### src/rtl/alu_pkg.sv
// Shared opcode constants and sequencer state encoding for the switch-driven ALU front end.
package alu_pkg;

    localparam logic [3:0] OP_ADD = 4'b0000;
    localparam logic [3:0] OP_SUB = 4'b0001;
    localparam logic [3:0] OP_AND = 4'b0010;
    localparam logic [3:0] OP_OR  = 4'b0011;
    localparam logic [3:0] OP_XOR = 4'b0100;
    localparam logic [3:0] OP_NOT = 4'b0101;
    localparam logic [3:0] OP_SHL = 4'b0110;
    localparam logic [3:0] OP_SHR = 4'b0111;
    localparam logic [3:0] OP_DIV = 4'b1000;
    localparam logic [3:0] OP_MOD = 4'b1001;
    localparam logic [3:0] OP_MAX = OP_MOD;

    typedef enum logic [2:0] {
        LOAD_A  = 3'd0,
        LOAD_B  = 3'd1,
        LOAD_OP = 3'd2,
        EXEC    = 3'd3,
        SHOW    = 3'd4
    } seq_state_t;

    function automatic logic is_div_op(input logic [3:0] opc);
        return (opc == OP_DIV) || (opc == OP_MOD);
    endfunction

endpackage

### src/rtl/btn_edge.sv
// One-cycle pulse on a low-to-high transition of a synchronous button level.
module btn_edge (
    input  logic clk,
    input  logic rst_n,
    input  logic in,
    output logic pulse
);

    logic prev;
    logic armed;

    // armed stays low until the button has been seen released, so a button held through reset is not a press
    always_ff @(posedge clk) begin
        if (!rst_n) begin
            prev  <= 1'b0;
            armed <= ~in;
        end else begin
            prev <= in;
            if (!in)
                armed <= 1'b1;
        end
    end

    assign pulse = in & ~prev & armed;

endmodule

### src/rtl/alu_operand_sequencer.sv
// Steps operands and opcode from switches into the ALU one button press at a time, then captures the result.
module alu_operand_sequencer
    import alu_pkg::*;
#(
    parameter int N = 4
) (
    input  logic         clk,
    input  logic         rst_n,
    input  logic [N-1:0] data_in,
    input  logic [3:0]   op_in,
    input  logic         btn_load,
    output logic [N-1:0] num1,
    output logic [N-1:0] num2,
    output logic [3:0]   op,
    input  logic [N-1:0] alu_result,
    input  logic         alu_z,
    input  logic         alu_n,
    input  logic         alu_v,
    input  logic         alu_c,
    output logic [N-1:0] result_q,
    output logic [3:0]   flags_q,
    output logic         valid,
    output logic         err,
    output logic [2:0]   state_o
);

    seq_state_t   state, state_nx;
    logic         press;
    logic [N-1:0] num1_nx, num2_nx, result_nx;
    logic [3:0]   op_nx, flags_nx;
    logic         valid_nx, err_nx;

    btn_edge u_btn_edge (
        .clk   (clk),
        .rst_n (rst_n),
        .in    (btn_load),
        .pulse (press)
    );

    always_ff @(posedge clk) begin
        if (!rst_n) begin
            state    <= LOAD_A;
            num1     <= '0;
            num2     <= '0;
            op       <= '0;
            result_q <= '0;
            flags_q  <= '0;
            valid    <= 1'b0;
            err      <= 1'b0;
        end else begin
            state    <= state_nx;
            num1     <= num1_nx;
            num2     <= num2_nx;
            op       <= op_nx;
            result_q <= result_nx;
            flags_q  <= flags_nx;
            valid    <= valid_nx;
            err      <= err_nx;
        end
    end

    always_comb begin
        state_nx = state;
        case (state)
            LOAD_A:  if (press) state_nx = LOAD_B;
            LOAD_B:  if (press) state_nx = LOAD_OP;
            LOAD_OP: if (press && (op_in <= OP_MAX)) state_nx = EXEC;
            EXEC:    state_nx = SHOW;
            SHOW:    if (press) state_nx = LOAD_A;
            default: state_nx = LOAD_A;
        endcase
    end

    // EXEC ignores press entirely; the ALU has had one full cycle on the registered operands
    always_comb begin
        num1_nx   = num1;
        num2_nx   = num2;
        op_nx     = op;
        result_nx = result_q;
        flags_nx  = flags_q;
        valid_nx  = valid;
        err_nx    = err;
        case (state)
            LOAD_A: if (press) begin
                num1_nx  = data_in;
                valid_nx = 1'b0;
                err_nx   = 1'b0;
            end
            LOAD_B: if (press) num2_nx = data_in;
            LOAD_OP: if (press) begin
                if (op_in <= OP_MAX)
                    op_nx = op_in;
                else
                    err_nx = 1'b1;
            end
            EXEC: begin
                if (is_div_op(op) && (num2 == '0)) begin
                    result_nx = '0;
                    flags_nx  = 4'b1000;
                    err_nx    = 1'b1;
                    valid_nx  = 1'b0;
                end else begin
                    result_nx = alu_result;
                    flags_nx  = {alu_z, alu_n, alu_v, alu_c};
                    valid_nx  = 1'b1;
                end
            end
            default: ;
        endcase
    end

    assign state_o = state;

endmodule

### config.mk
export PLATFORM = sky130hd
export DESIGN_NAME = alu_operand_sequencer
export DESIGN_NICKNAME = d
export VERILOG_FILES = /design/src/rtl/alu_pkg.sv /design/src/rtl/btn_edge.sv /design/src/rtl/alu_operand_sequencer.sv
export SDC_FILE = /design/constraint.sdc
export NUM_CORES = 1
export LEC_CHECK = 0
export CAP_MARGIN = 20
export CORE_AREA = 2 2 53 55
export CTS_BUF_LIST = sky130_fd_sc_hd__clkbuf_4
export DETAILED_ROUTE_END_ITERATION = 7
export DIE_AREA = 0 0 55 57
export PLACE_DENSITY = 0.8
export SYNTH_ARGS = -nofsm -noshare
export SYNTH_HDL_FRONTEND = slang
export SYNTH_HIERARCHICAL = 1
export SYNTH_SLANG_ARGS = --single-unit
### constraint.sdc
create_clock -name clk -period 4.2 [get_ports clk]
set_input_delay 0.84 -clock clk [delete_from_list [all_inputs] [get_ports clk]]
set_output_delay 0.84 -clock clk [all_outputs]
set_load 0.03 [all_outputs]
==> results of run 1 <==
==> sequential cells by signal, indices dropped and copies added (netlist names) <==
signal,cells
op,4
state_o,3
err,1
u_btn_edge/prev,1
result_q,4
num1,4
valid,1
flags_q,4
num2,4
u_btn_edge/armed,1
==> cell type report <==
type | count | area [um^2] | area share
clock buffer | 4 | 30.0 | 0.0186
inverter | 1 | 3.75 | 0.00233
timing repair buffer | 43 | 430 | 0.267
tap | 31 | 38.8 | 0.0241
multi-input combinational | 84 | 558 | 0.346
sequential | 27 | 551 | 0.342
==> path summary, 6_finish.rpt <==
kind,cells past startpoint,slack [ps],start,end
max,5,1590,btn_load,num2[2]
min,2,480,op[0],op[0]
max reg2reg,4,2280,u_btn_edge/prev,num2[2]
min reg2reg,2,480,op[0],op[0]
==> power by group through the flow <==
stage	clock network [mW]	logic, mW	registers (mW)
floorplan	0	0.0290	0.285
global placement	0	0.0681	0.276
detailed placement	0	0.0692	0.276
CTS	0.118	0.0693	0.271
global route	0.125	0.0737	0.272
finish	0.115	0.0689	0.270
==> routing by layer <==
| layer | vias up | track usage |
|---|---|---|
| met1 | 442 | 0.212 |
| met5 | - | 0 |
| met2 | 17 | 0.270 |
| met3 | 2 | 0.0288 |
| li1 | 495 | - |
| met4 | 0 | 0.0418 |
==> per-stage QoR <==
step                cells  power (mW)  instance area, um^2  setup slack (ps)
floorplan             122       0.314                 1170              2240
global placement      186       0.344                 1580              1330
detailed placement    186       0.345                 1580              1260
CTS                   190       0.458                 1610              1600
global route          190       0.470                 1610              1440
finish                190       0.454                 1610              1590
==> worst min-delay path, delay by kind of cell, from the launching register on <==
kind | cells | cell delay [ps]
DFF | 1 | 340
muxes | 1 | 60
and+or+nand+nor | 1 | 50
==> cell usage after synthesis, drive strengths merged <==
library cell / n
nor4bb: 1
o21a: 1
edfxtp: 1
a2bb2oi: 1
nor2: 2
or2: 1
or4b: 2
nor3: 1
buf: 5
nor3b: 1
or3: 1
nand3b: 1
nor4b: 1
nand2b: 3
clkbuf: 5
dfxtp: 26
inv: 1
o21ai: 4
nand2: 17
o211a: 1
a21boi: 8
o211ai: 7
mux2i: 12
nand3: 3
nor2b: 10
and2: 1
and3b: 2
a21oi: 3
==> kinds of logic after synthesis <==
group	share of synthesized area
compound gates	0.149
buf+inv	0.0524
flops	0.471
mux	0.103
simple gates	0.226
==> results.cfg, run 1 <==
[sta]
fmax_ghz = 0.383
finalCritPeriodShare = 0.622
period_needed_ps = 2610
setup_viol = 0
finalClockSkew_ps = 11.0
slew_headroom = 0.347
worst_slew_pin_slew_ps = 966
drv_slew = 0
rsz0062_at_grt = no
hold_violations = 0
tns_ps = 0
whs_ps = 483

[detailed_routing]
wirelength_um = 2450
wl_met1_um = 1090
wl_per_cell_um = 12.9
highest_layer = met4
drtPass1Iterations = 4
via_per_inst = 5.03
drtAntennaViolNets = 0
vias = 956
drtIter0Drc = 23
wl_met2_um = 1260
wl_met3_um = 86
drc_errors = 0

[layout]
mostFrequentLayoutCells = clkdlybuf4s50_1 (43), dfxtp_1 (26), nand2_1 (17), mux2i_1 (12), nor2b_1 (10)
diodes = 0
final_nets = 179
mostFrequentLayoutCell = clkdlybuf4s50_1
syn_to_final_growth_pct = 37.8
final_core_util = 0.616
fill_cells = 233
drive_above_1_share = 0.0314

[cts]
tritoncts = done
worstSkewPairLatency_ps = 310
hold_buffers = 0
post_cts_buffers = 0
clock_path_buffers = 2
h-tree-depth = 1
cts_sinks = 27
ctsResizeCount = 0
cts_root_buf = clkbuf_4
cts_buffers = 3
clk_pin_slew_ps = 140

[setup_path]
path_class = input pin to flop
crit_buf_inv = 1
cp-end-kind = flop
crit_family = simple AND/OR/NAND/NOR gates
critPathMaxFanout = 7
cp.required_ps = 4410
cpMaxStageDelayCell = nor4bb_1
path_cells = clkdlybuf4s50_1 > and3b_1 > nor4bb_1 > mux2i_1 > nor2b_1
slowest_delay_ps = 860
critPathArrivalTime_ps = 2820
start_kind = input pin

[placement]
gp_congestion = 0.754
dpl.hpwl_um = 1850
io_buffer_count = 43

[power]
p_seq_frac = 0.595
clkPwrFrac = 0.253
switchingPower_mw = 0.109
p_leak_nw = 0.597
ir_drop_mv = 0.234
power.density_nw_per_um2 = 282
intPower_mw = 0.346
combPwrFrac = 0.152
switching_share = 0.239

[floorplanning]
rows = 19
die_y_um = 57
initial_core_util = 0.447
core_um2 = 2620
dieArea_um2 = 3140
num_io_pins = 44
die_w_um = 55

[yosys]
avgSynthCellArea_um2 = 9.59
synth.cell_area_um2 = 1170
yosysWarnings = 6
synth_area_leaders = dfxtp_1 (44%), mux2i_1 (10%), nand2_1 (5.5%), nor2b_1 (5.3%), a21boi_0 (5.1%)
ys_types = 30
yosys.area.top_type = dfxtp_1
synth_fp_nets = 141
yosys.area.top_type_share = 0.445
seq_area_frac_synth = 0.471
syn_inst = 122
yosys_register_bits = 27

[global_route]
grt.total_usage = 0.162
grt_overflow = 0
grt_pass1_wl_um = 3860
grt_pass1_vias = 907
grt_max_degree = 32
antenna_found_initial = 0

[job]
drv_cap = 0

[worst_hold_path]
hp-class = flop to flop

[status]
status = finished clean
No activity file was read; power rests on OpenSTA's default activity.
==> run 2, diff against run 1 <==
--- a/config.mk
+++ b/config.mk
@@ -6,11 +6,11 @@
 export NUM_CORES = 1
 export LEC_CHECK = 0
 export CAP_MARGIN = 20
-export CORE_AREA = 2 2 53 55
+export CORE_AREA = 2 2 54 56
 export CTS_BUF_LIST = sky130_fd_sc_hd__clkbuf_4
 export DETAILED_ROUTE_END_ITERATION = 7
-export DIE_AREA = 0 0 55 57
-export PLACE_DENSITY = 0.8
+export DIE_AREA = 0 0 56 58
+export PLACE_DENSITY = 0.77
 export SYNTH_ARGS = -nofsm -noshare
 export SYNTH_HDL_FRONTEND = slang
 export SYNTH_HIERARCHICAL = 1
==> constraint.sdc (replaced) <==
create_clock -name clk -period 2.6 [get_ports clk]
set_input_delay 0.52 -clock clk [delete_from_list [all_inputs] [get_ports clk]]
set_output_delay 0.52 -clock clk [all_outputs]
set_load 0.03 [all_outputs]
==> run 2 against run 1 <==
Compared with the run above: power increased by 62%; final cell count increased by 1.1%; via count increased by 2.9%; core utilization decreased by 0.54 points; critical path type is now flop to primary output; critical endpoint is now state_o[0]; largest cell class unchanged.
==> results.cfg, run 2 (synthesis gave the netlist of run 1 again) <==
[detailed_routing]
drtPass1Iterations = 4
wirelength_um = 2490
vias = 984
drc_errors = 0
via_per_inst = 5.13
drtAntennaViolNets = 0
wl_per_cell_um = 13.0
drtIter0Drc = 22

[placement]
io_buffer_count = 43
gp_congestion = 0.757
dpl.hpwl_um = 1940

[layout]
register_area_um2 = 551
fill_cells = 252
drive_above_1_share = 0.0435
multi_input_area_um2 = 558
mostFrequentLayoutCell = clkdlybuf4s50_1
final_nets = 181
mostFrequentLayoutCells = clkdlybuf4s50_1 (43), dfxtp_1 (26), nand2_1 (17), mux2i_1 (12), nor2b_1 (10)
syn_to_final_growth_pct = 39.0
diodes = 0

[cts]
clock_path_buffers = 2
ctsResizeCount = 0
cts_buffers = 3
worstSkewPairLatency_ps = 310
h-tree-depth = 1
clk_pin_slew_ps = 140
cts_sinks = 27
hold_buffers = 0
tritoncts = done
cts_root_buf = clkbuf_4
post_cts_buffers = 0

[sta]
hold_violations = 0
drv_slew = 0
fmax_ghz = 0.478
tns_ps = 0
setup_viol = 0
worst_slew_pin_slew_ps = 391
slew_headroom = 0.738
finalClockSkew_ps = 11.6
rsz0062_at_grt = no
period_needed_ps = 2090
finalCritPeriodShare = 0.804

[floorplanning]
die_y_um = 58
core_um2 = 2660
initial_core_util = 0.439
die_w_um = 56
rows = 19
num_io_pins = 44
dieArea_um2 = 3250

[setup_path]
reg2reg_from = u_btn_edge/prev
start_kind = flop
critPathMaxFanout = 11
rrSetupSlack_ps = 970
critPathArrivalTime_ps = 1570
path_class = flop to primary output
slowest_delay_ps = 730
crit_family = buffers and inverters
crit_buf_inv = 1
cpMaxStageDelayCell = clkdlybuf4s50_1
path_cells = clkdlybuf4s50_1
reg2reg_depth = 4
cp.required_ps = 2080
r2r_end = num1[1]
cp-end-kind = primary output

[worst_hold_path]
whs_endpoint = result_q[3]
holdPathStages = 2
hp-class = flop to flop
min-delay-start = result_q[3]

[power]
clkPwrFrac = 0.251
combPwrFrac = 0.154
switchingPower_mw = 0.175
p_seq_frac = 0.595
intPower_mw = 0.559
power.density_nw_per_um2 = 452
total_power_mw = 0.735
ir_drop_mv = 0.305
p_leak_nw = 0.607
switching_share = 0.239

[status]
status = finished clean

[global_route]
grt_overflow = 0
grt_pass1_wl_um = 4150
grt_max_degree = 22
grt.total_usage = 0.157
grt_pass1_vias = 968
antenna_found_initial = 0

[job]
drv_cap = 0
==> run 2: worst max path at each step <==
stage / startpoint / end / cells after the start
after floorplan: btn_load / num1[0] / 5
after global routing: state_o[1] / state_o[1] / 1
after CTS: state_o[1] / state_o[1] / 1
after global placement: btn_load / num1[0] / 5
after detailed placement: btn_load / num1[1] / 5
final: state_o[0] / state_o[0] / 1
==> run 2: worst register-to-register path: stages, from the launching register on <==
cell	delay, ps
dfxtp_1	320
and3b_1	300
or4b_1	640
mux2i_1	220
nor2b_1	60
==> run 2: power by group through the flow <==
stage	Sequential (mW)	Combinational, mW	Clock, mW
floorplan	0.460	0.0468	0
global placement	0.446	0.111	0
detailed placement	0.447	0.114	0
CTS	0.438	0.114	0.189
global route	0.440	0.122	0.205
finish	0.437	0.113	0.184
==> run 2: area by class of cell <==
cell class / count / area share
clock buffer: 4 / 0.0185
timing repair buffer: 45 / 0.274
sequential: 27 / 0.338
multi-input combinational: 84 / 0.343
inverter: 1 / 0.00231
tap: 31 / 0.0238
==> run 2: per-layer routing <==
metal  track usage  share of wire  vias to the layer above
met5             0              0                        -
met4        0.0306         0.0044                        0
met3        0.0223          0.029                        2
met2         0.282           0.50                       19
met1         0.204           0.47                      465
li1              -              -                      498
==> run 2: through the flow <==
step / cells / util / setup WS, ps / instance area [um^2] / hold slack, ps
floorplan: 122 / - / 957 / 1170 / 585
global placement: 188 / 0.600 / 319 / 1600 / 449
detailed placement: 188 / 0.600 / 240 / 1600 / 460
CTS: 192 / 0.611 / 489 / 1630 / 478
global route: 192 / 0.611 / 409 / 1630 / 504
finish: 192 / 0.611 / 509 / 1630 / 473
==> run 3, diff against run 2 <==
==> constraint.sdc (replaced) <==
create_clock -name clk -period 2.1 [get_ports clk]
set_input_delay 0.42 -clock clk [delete_from_list [all_inputs] [get_ports clk]]
set_output_delay 0.42 -clock clk [all_outputs]
set_load 0.03 [all_outputs]
==> run 3 against run 2 <==
Compared with the run above: highest routed layer unchanged; worst setup slack worse by 400 ps; combinational power up 30%; via count up 2.4%; global-route usage up 0.18 points; critical endpoint is now state_o[1]; worst hold slack worse by 1.6 ps; wire length up 0.84%; power up 24%; non-clock buffer count up 3; design area up 1.4%.
==> results.cfg, run 3 (synthesis gave the netlist of run 1 again) <==
[placement]
io_buffer_count = 43
dpl.hpwl_um = 2020
gp_congestion = 0.770

[sta]
finalCritPeriodShare = 0.948
setup_viol = 0
finalClockSkew_ps = 2.59
tns_ps = 0
rsz0062_at_grt = no
worst_slew_pin_slew_ps = 432
fmax_ghz = 0.502
period_needed_ps = 1990
slew_headroom = 0.709
drv_slew = 0
hold_violations = 0

[cts]
cts_buffers = 3
cts_root_buf = clkbuf_4
clk_pin_slew_ps = 130
clock_path_buffers = 2
ctsResizeCount = 0
hold_buffers = 0
worstSkewPairLatency_ps = 310
post_cts_buffers = 0
h-tree-depth = 1
cts_sinks = 27
tritoncts = done

[global_route]
grt.total_usage = 0.159
grt_overflow = 0
grt_pass1_wl_um = 4130
grt_max_degree = 16
antenna_found_initial = 0
grt_pass1_vias = 937

[setup_path]
cp-end-kind = primary output
r2r_end = num1[1]
crit_buf_inv = 1
rrSetupSlack_ps = 540
crit_start = state_o[1]
slowest_delay_ps = 730
reg2reg_from = u_btn_edge/prev
cp.required_ps = 1680
critPathArrivalTime_ps = 1570
start_kind = flop
path_class = flop to primary output
path_cells = clkdlybuf4s50_1
reg2reg_depth = 4
cpMaxStageDelayCell = clkdlybuf4s50_1
crit_family = buffers and inverters
critPathMaxFanout = 11

[worst_hold_path]
hp-class = flop to flop
min-delay-start = op[0]
holdPathStages = 2
whs_endpoint = op[0]

[floorplanning]
dieArea_um2 = 3250
die_y_um = 58
num_io_pins = 44
die_w_um = 56
initial_core_util = 0.439
core_um2 = 2660
rows = 19

[layout]
diodes = 0
fill_cells = 252
mostFrequentLayoutCell = clkdlybuf4s50_1
final_nets = 184
drive_above_1_share = 0.0610
syn_to_final_growth_pct = 41.0
final_core_util = 0.619
mostFrequentLayoutCells = clkdlybuf4s50_1 (43), dfxtp_1 (26), nand2_1 (17), mux2i_1 (12), nor2b_1 (10)

[status]
status = finished clean

[power]
power.density_nw_per_um2 = 554
total_power_mw = 0.914
p_leak_nw = 0.622
ir_drop_mv = 0.551

[detailed_routing]
drtIter0Drc = 22
drtPass1Iterations = 4
drtAntennaViolNets = 0
drc_errors = 0
wirelength_um = 2510
via_per_inst = 5.17
wl_per_cell_um = 12.9
vias = 1008

[job]
drv_cap = 0
[run 3: changes by cell type in the layout (fill, tap and decap cells not counted)]
cell and delta:
buf_4 +3
[run 3: layer usage]
layer	wire [um]	up-vias	global-route usage
met5	0	-	0
met4	24	0	0.0612
met3	103	4	0.0246
met2	1270	20	0.279
met1	1110	479	0.198
li1	-	505	-
[run 3: how the worst max path moves through the flow]
| stage | endpoint | depth (start not counted) |
|---|---|---|
| 2_1_floorplan | num1[0] | 5 |
| 4_1_cts | state_o[1] | 1 |
| 5_1_grt | state_o[1] | 1 |
| 3_3_place_gp | num1[0] | 5 |
| 6_report | state_o[1] | 1 |
| 3_5_place_dp | num1[1] | 5 |
[run 3: final cells by class]
class | count | area (um^2) | share of cell area
clock buffers | 4 | 30.0 | 0.0182
inverters | 1 | 3.75 | 0.00228
multi-input cells | 84 | 558 | 0.338
flip-flops and latches | 27 | 551 | 0.334
well taps | 31 | 38.8 | 0.0235
repair buffers | 48 | 468 | 0.284
[run 3: power by group]
group	switching (mW)	internal, mW	total [mW]
combinational	0.0660	0.0806	0.147
clock	0.139	0.0872	0.227
sequential	0.0117	0.530	0.541
total	0.217	0.697	0.914
[run 3: through the flow]
stage | cell area [um^2] | instances | setup slack (ps) | hold slack (ps)
final | 1650 | 195 | 109 | 472
after floorplan | 1170 | 122 | 557 | 556
after CTS | 1650 | 195 | 104 | 479
after global routing | 1650 | 195 | 40.5 | 496
after detailed placement | 1620 | 191 | -114 | 461
after global placement | 1620 | 191 | 25.5 | 448
